<file path="src/rtl/codificador_hamming_tx.sv">
// rtl/codificador_hamming_tx.sv - SECDED (8,4) Hamming encoder with serial LSB-first transmitter.
// Optional macro INYECCION_ERROR_EN adds err_en/err_pos to invert one codeword bit at acceptance.
module codificador_hamming_tx #(
   parameter int CICLOS_POR_BIT = 1
) (
   input  logic       clk,
   input  logic       rst_n,
   input  logic [3:0] dato_in,
`ifdef INYECCION_ERROR_EN
   input  logic       err_en,
   input  logic [2:0] err_pos,
`endif
   input  logic       dato_valid,
   output logic       dato_ready,
   output logic [7:0] palabra_cod,
   output logic       cod_valid,
   output logic       tx_bit,
   output logic       tx_activo,
   output logic       tx_fin
);

   if (CICLOS_POR_BIT < 1) begin : g_param_invalido
      $error("codificador_hamming_tx: CICLOS_POR_BIT must be >= 1");
   end

   localparam int CW = (CICLOS_POR_BIT > 1) ? $clog2(CICLOS_POR_BIT) : 1;
   localparam logic [CW-1:0] CNT_MAX = CW'(CICLOS_POR_BIT - 1);

   typedef enum logic [1:0] {REPOSO, TRANSMITE, FIN} estado_t;

   estado_t          estado_q, estado_d;
   logic [CW-1:0]    cnt_q, cnt_d;
   logic [2:0]       idx_q, idx_d;
   logic [7:0]       shift_q, shift_d;
   logic [7:0]       palabra_q, palabra_d;
   logic             cod_valid_q, cod_valid_d;

   logic             aceptar;
   logic             fin_bit;
   logic             ultimo_bit;
   logic [7:0]       cod_nuevo;

   assign aceptar    = dato_valid && (estado_q == REPOSO);
   assign fin_bit    = (cnt_q == CNT_MAX);
   assign ultimo_bit = fin_bit && (idx_q == 3'd7);

   always_comb begin
      logic p1, p2, p4, p0;
      p1 = dato_in[0] ^ dato_in[1] ^ dato_in[3];
      p2 = dato_in[0] ^ dato_in[2] ^ dato_in[3];
      p4 = dato_in[1] ^ dato_in[2] ^ dato_in[3];
      p0 = p1 ^ p2 ^ dato_in[0] ^ p4 ^ dato_in[1] ^ dato_in[2] ^ dato_in[3];
      cod_nuevo = {dato_in[3], dato_in[2], dato_in[1], p4, dato_in[0], p2, p1, p0};
`ifdef INYECCION_ERROR_EN
      if (err_en) begin
         cod_nuevo = cod_nuevo ^ (8'b1 << err_pos);
      end
`endif
   end

   always_ff @(posedge clk or negedge rst_n) begin
      if (!rst_n) begin
         estado_q    <= REPOSO;
         cnt_q       <= '0;
         idx_q       <= '0;
         shift_q     <= '0;
         palabra_q   <= '0;
         cod_valid_q <= 1'b0;
      end else begin
         estado_q    <= estado_d;
         cnt_q       <= cnt_d;
         idx_q       <= idx_d;
         shift_q     <= shift_d;
         palabra_q   <= palabra_d;
         cod_valid_q <= cod_valid_d;
      end
   end

   always_comb begin
      estado_d = estado_q;
      case (estado_q)
         REPOSO:    if (aceptar) estado_d = TRANSMITE;
         TRANSMITE: if (ultimo_bit) estado_d = FIN;
         FIN:       estado_d = REPOSO;
         default:   estado_d = REPOSO;
      endcase
   end

   // Shift register is loaded once at acceptance, so dato_in changes cannot reach the stream.
   always_comb begin
      cnt_d       = cnt_q;
      idx_d       = idx_q;
      shift_d     = shift_q;
      palabra_d   = palabra_q;
      cod_valid_d = aceptar;
      if (aceptar) begin
         palabra_d = cod_nuevo;
         shift_d   = cod_nuevo;
         cnt_d     = '0;
         idx_d     = '0;
      end else if (estado_q == TRANSMITE) begin
         if (fin_bit) begin
            cnt_d   = '0;
            idx_d   = idx_q + 3'd1;
            shift_d = {1'b0, shift_q[7:1]};
         end else begin
            cnt_d = cnt_q + CW'(1);
         end
      end
   end

   always_comb begin
      dato_ready  = (estado_q == REPOSO);
      tx_activo   = (estado_q == TRANSMITE);
      tx_fin      = (estado_q == FIN);
      tx_bit      = (estado_q == TRANSMITE) && shift_q[0];
      palabra_cod = palabra_q;
      cod_valid   = cod_valid_q;
   end

endmodule

</file>
<file path="config.mk">
export PLATFORM = sky130hd
export DESIGN_NAME = codificador_hamming_tx
export DESIGN_NICKNAME = d
export VERILOG_FILES = /design/src/rtl/codificador_hamming_tx.sv
export SDC_FILE = /design/constraint.sdc
export NUM_CORES = 1
export LEC_CHECK = 0
export ABC_AREA = 1
export BUFFER_PORTS_ARGS = -buffer_cell sky130_fd_sc_hd__buf_2
export CORE_MARGIN = 1.5
export CORE_UTILIZATION = 35
export DETAILED_ROUTE_END_ITERATION = 6
export PLACE_DENSITY = 0.6
export SLEW_MARGIN = 20
export SYNTH_ARGS = -nofsm -noshare
export SYNTH_HDL_FRONTEND = slang
export SYNTH_SLANG_ARGS = --single-unit
</file>
<file path="constraint.sdc">
create_clock -name clk -period 1.6 [get_ports clk]
set_input_delay 0.24 -clock clk [delete_from_list [all_inputs] [get_ports clk]]
set_output_delay 0.24 -clock clk [all_outputs]
set_load 0.005 [all_outputs]
</file>
* Word level (Yosys, flattened, before mapping)
Cells that the tools add are included.
Storage, ports and cells: word-level logic and storage cells 46, input port bits 7, bits in registers 23, output and inout bits 13
Cells by class: mux-type cells 12, bitwise logic cells 13, reduce and logical (&&, ||, !) cells 7, add/subtract/negate cells 2, equality and inequality tests 6
Operator list (number):
- $mux 8 | 3
- $xor 1x1->1 | 12
- $mux 3 | 3
- $ne 2x1->1 const B | 3
- $mux 2 | 2
- $pmux 2 s2 | 1
- $reduce_and 2->1 | 2
- $add 3x1->3 const B | 1
- $eq 3x3->1 const B | 1
- $logic_and 1x1->1 | 3
- $mux 1 | 3
- $eq 2x1->1 const B | 1
- $eq 2x2->1 const B | 1
- $logic_not 2->1 | 1
- $reduce_bool 2->1 | 1
- $add 1x1->1 const B | 1
- $not 1->1 | 1

* Longest topological paths before layout
depth in word-level cells 9, gate-level depth with buffers 6, gate-level depth less buffers 6

* Least setup slack after synthesis
OpenSTA, ideal clock, no wires.
path type register -> register, from register idx_q[0], to register idx_q[2], slack 448 ps, period minus slack after synthesis 1152 ps, path buffers 0, setup time 121 ps, required time 1479 ps, data arrival time 1031 ps, stages on the path, launching flop included 4, cells stage by stage dfrtp_1 -> ha_1 -> ha_1 -> a22o_1
Between the ends: longest elaborated chain between the ends 4
Ends and longest elaborated chain:
- start, declared | line 33 | logic [2:0] idx_q, idx_d;
- start signal, assigned | line 72 | idx_q <= idx_d;
- $add 3x1->3 | line 104 | idx_d = idx_q + 3'd1;
- $mux 3 | line 102 | if (fin_bit) begin
- $mux 3 | line 101 | end else if (estado_q == TRANSMITE) begin
- $mux 3 | line 96 | if (aceptar) begin
Every way passes these cells. The select of a mux whose other input is x is not followed. A chain may end at the register's enable or synchronous reset.

* Final worst setup path
from register estado_q[1], to output tx_bit
Between the ends: longest elaborated chain between the ends 2
Ends and longest elaborated chain:
- start, declared | line 31 | estado_t estado_q, estado_d;
- start signal, assigned | line 70 | estado_q <= estado_d;
- $eq 2x1->1 | line 116 | tx_bit = (estado_q == TRANSMITE) && shift_q[0];
- $logic_and 1x1->1 | line 116
- end, declared | line 17 | output logic tx_bit,
Every way passes these cells.

==> results.md <==
- Cell-internal power: 0.00140 W
- Commonest non-fill, non-tap cell in the layout: nand2_1
- Maxcap violations: 0
- H-tree depth: 1
- Worst-Skew Late Latency: 0.31 ns
- Crit path max fanout: 7
- Gpl congestion: 0.780
- Crit end category: primary output
- Post-Route WL: 2.03 mm
- CORE AREA: 0.00273 mm²
- Antenna Nets Post-Route: 0
- Sw Pwr: 0.000704 W
- Post_cts resized: 0
- Die Wd: between 50 and 60 µm
- Cell area after synthesis: 0.00100 mm²
- Synth area leaders: dfrtp_1 55%, nand2_1 14%, nand3_1 5.5%
- Vias per cell: 5.07
- First-pass detailed-route iteration total: 4
- Switching Share: 0.335
- Hold Fails Final Rpt: 0
- Post-DP HPWL: 1.52 mm
- Initial antenna violation count: 0
- Slew @ Worst Pin: 0.488 ns
- Syn. warnings: 0
- Post-synthesis sequential area ratio: 0.549
- Number of port buffers: 19
- Total grt overflow: 0
- Worst Skew: 0.0120 ns
- Final net count: 145
- Clk sinks: 22
- Gate Count Post-Synth: 111
- Average size of a mapped cell: approximately 9 µm²
- Max Slew Vio Count: 0
- Share of power burned in registers: 0.432
- Layout cells sized above 1: 0.244
- Post-synthesis cell type count: 19
- Combinational share of power: 0.367
- Tmin final: 1.47 ns
- Number of cell rows: 19
- DR vias: 842
- Leak pwr: 0.656 nW
- Final core occ: 0.436
- Power after layout: 0.00210 W
- Tcrit/Tclk final: 0.917
- Area Growth Syn to Fin: 18.7%
- Largest net degree at the start of global routing: 23
- Clock network power share: 0.200
- Clock root buffer: clkbuf_4
- Minimum hold slack: about 0.31 ns
- CP required: around 1.4 ns
- Clock buffer depth: 2
- Worst hold path class: primary input to register
- Syn_nets: 120
- Setup_tns: 0 ns
- ANT cells: 0
- Total clock buffers created by CTS: 3
- PD cells: approximately 1800 mW/mm²
- Setup crit start kind: register
- Die H: 56.5 µm
- Top cell type's share of synthesized area: 0.549
- Critical path type: register to primary output
- CTS tree: yes
- Worst Path Arrival: 1.23 ns
- Area of the die: 0.00320 mm²
- Final setup vio count: 0
- DRC viols: 0
- Peak supply drop: 793 µV
- Seq cells post-synth: 22
- RSZ-0062 raised after global routing: no
- Relative slew slack: 0.675
- First-pass GRT wire length: ~3.6 mm
- Number of global-route vias before repair: 818
- Ports: 20
- F_max: between 600 and 700 MHz
- Mean routed wirelength per cell: 12.2 µm
- Initial DRC Count: 20
- Total GRT Usage: 0.144
- Worst-path clk slew: 0.13 ns
- Starting Density: 0.367
- Status: finished, final reports clean
- Most frequent cells in the layout: 37 x nand2_1, 22 x dfrtp_1, 19 x buf_2
- FILL cells: 268
- Area leader, netlist: dfrtp_1
## worst max-delay path, cell delays in order, from the launching register on
cell and delay, ns:
dfrtp_1 0.42, inv_1 0.09, nand2_1 0.15, nor2_1 0.14, buf_2 0.12
## Yosys cell counts
cell type  instances
o21ai_2            1
dfrtp_1           22
buf_6              1
ha_1               2
o21ai_0            8
nor2_2             1
nand2_1           37
inv_2              1
nand3_1           11
nor2_1             3
a21oi_1            2
nand2_2            1
o211ai_2           3
a22o_1             2
a22oi_1            2
inv_1             11
buf_8              1
o21ai_1            1
buf_2              1
## metal layers
| layer | wire, µm | track usage | share of wire | vias to the layer above |
|---|---|---|---|---|
| met3 | 107 | 0.0207 | 0.053 | 6 |
| met5 | 0 | 0 | 0 | - |
| li1 | - | - | - | 407 |
| met2 | 930 | 0.226 | 0.46 | 33 |
| met4 | 47 | 0.0612 | 0.023 | 0 |
| met1 | 944 | 0.197 | 0.47 | 396 |
## cell type report
cell class                      instances  area (µm²)  area share
Tap cell                               31        38.8      0.0326
Sequential cell                        22         551       0.462
Clock buffer                            3        22.5      0.0189
Timing Repair Buffer                   23         128       0.107
Inverter                               12        45.0      0.0378
Clock inverter                          1        30.0      0.0252
Multi-Input combinational cell         74         377       0.316
## through the flow
step                      worst slack (ns)  instances  cell area, µm²
after floorplan                      0.448        111            1000
after global placement               0.442        160            1120
after CTS                           0.0668        165            1180
final                                0.133        166            1190
after detailed placement             0.394        160            1120
after global routing                0.0133        166            1190
## final timing paths
path	from	endpoint	slack, ns	depth (start not counted)
worst max-delay path	estado_q[1]$_DFFE_PN0P_	tx_bit	0.13	4
min in group asynchronous	rst_n	shift_q[2]$_DFFE_PN0P_	0.41	2
max in group asynchronous	rst_n	palabra_cod[7]$_DFFE_PN0P_	0.85	2
worst min-delay path	dato_in[3]	palabra_cod[1]$_DFFE_PN0P_	0.31	4
worst min register to register	palabra_cod[1]$_DFFE_PN0P_	palabra_cod[1]$_DFFE_PN0P_	0.49	2
worst max register to register	estado_q[0]$_DFFE_PN0P_	shift_q[0]$_DFFE_PN0P_	0.35	5
## repair_timing
| item | 4_1_cts | 5_1_grt |
|---|---|---|
| endpoints found under the hold margin | 22 | 0 |
| setup endpoints to repair | 0 | 1 |
| setup buffers | 0 | 1 |
| hold buffers | 1 | 0 |
## flip-flops by register name, summed over array words and instances, names as in the netlist
name / cells
shift_q: 8
palabra_cod: 8
idx_q: 3
estado_q: 2
cod_valid: 1
## power groups by stage
stage          Clock, W  Sequential (W)  Combinational, W
5_1_grt        0.000456        0.000942          0.000893
2_1_floorplan         0        0.000918          0.000503
4_1_cts        0.000434        0.000912          0.000771
6_report       0.000421        0.000909          0.000773
3_3_place_gp          0        0.000915          0.000747
3_5_place_dp          0        0.000921          0.000766
## cell families (layout without fill, tap and decap cells)
logic type / after synthesis / in the layout / share of synthesized area
AND/OR/NAND/NOR: 53 / 53 / 0.217
buffers and inverters: 15 / 39 / 0.0760
flip-flops: 22 / 22 / 0.549
AO/OA/AOI/OAI: 19 / 19 / 0.133
adder cells (fa/ha/maj): 2 / 2 / 0.0249
No activity file was read; power rests on OpenSTA's default activity.
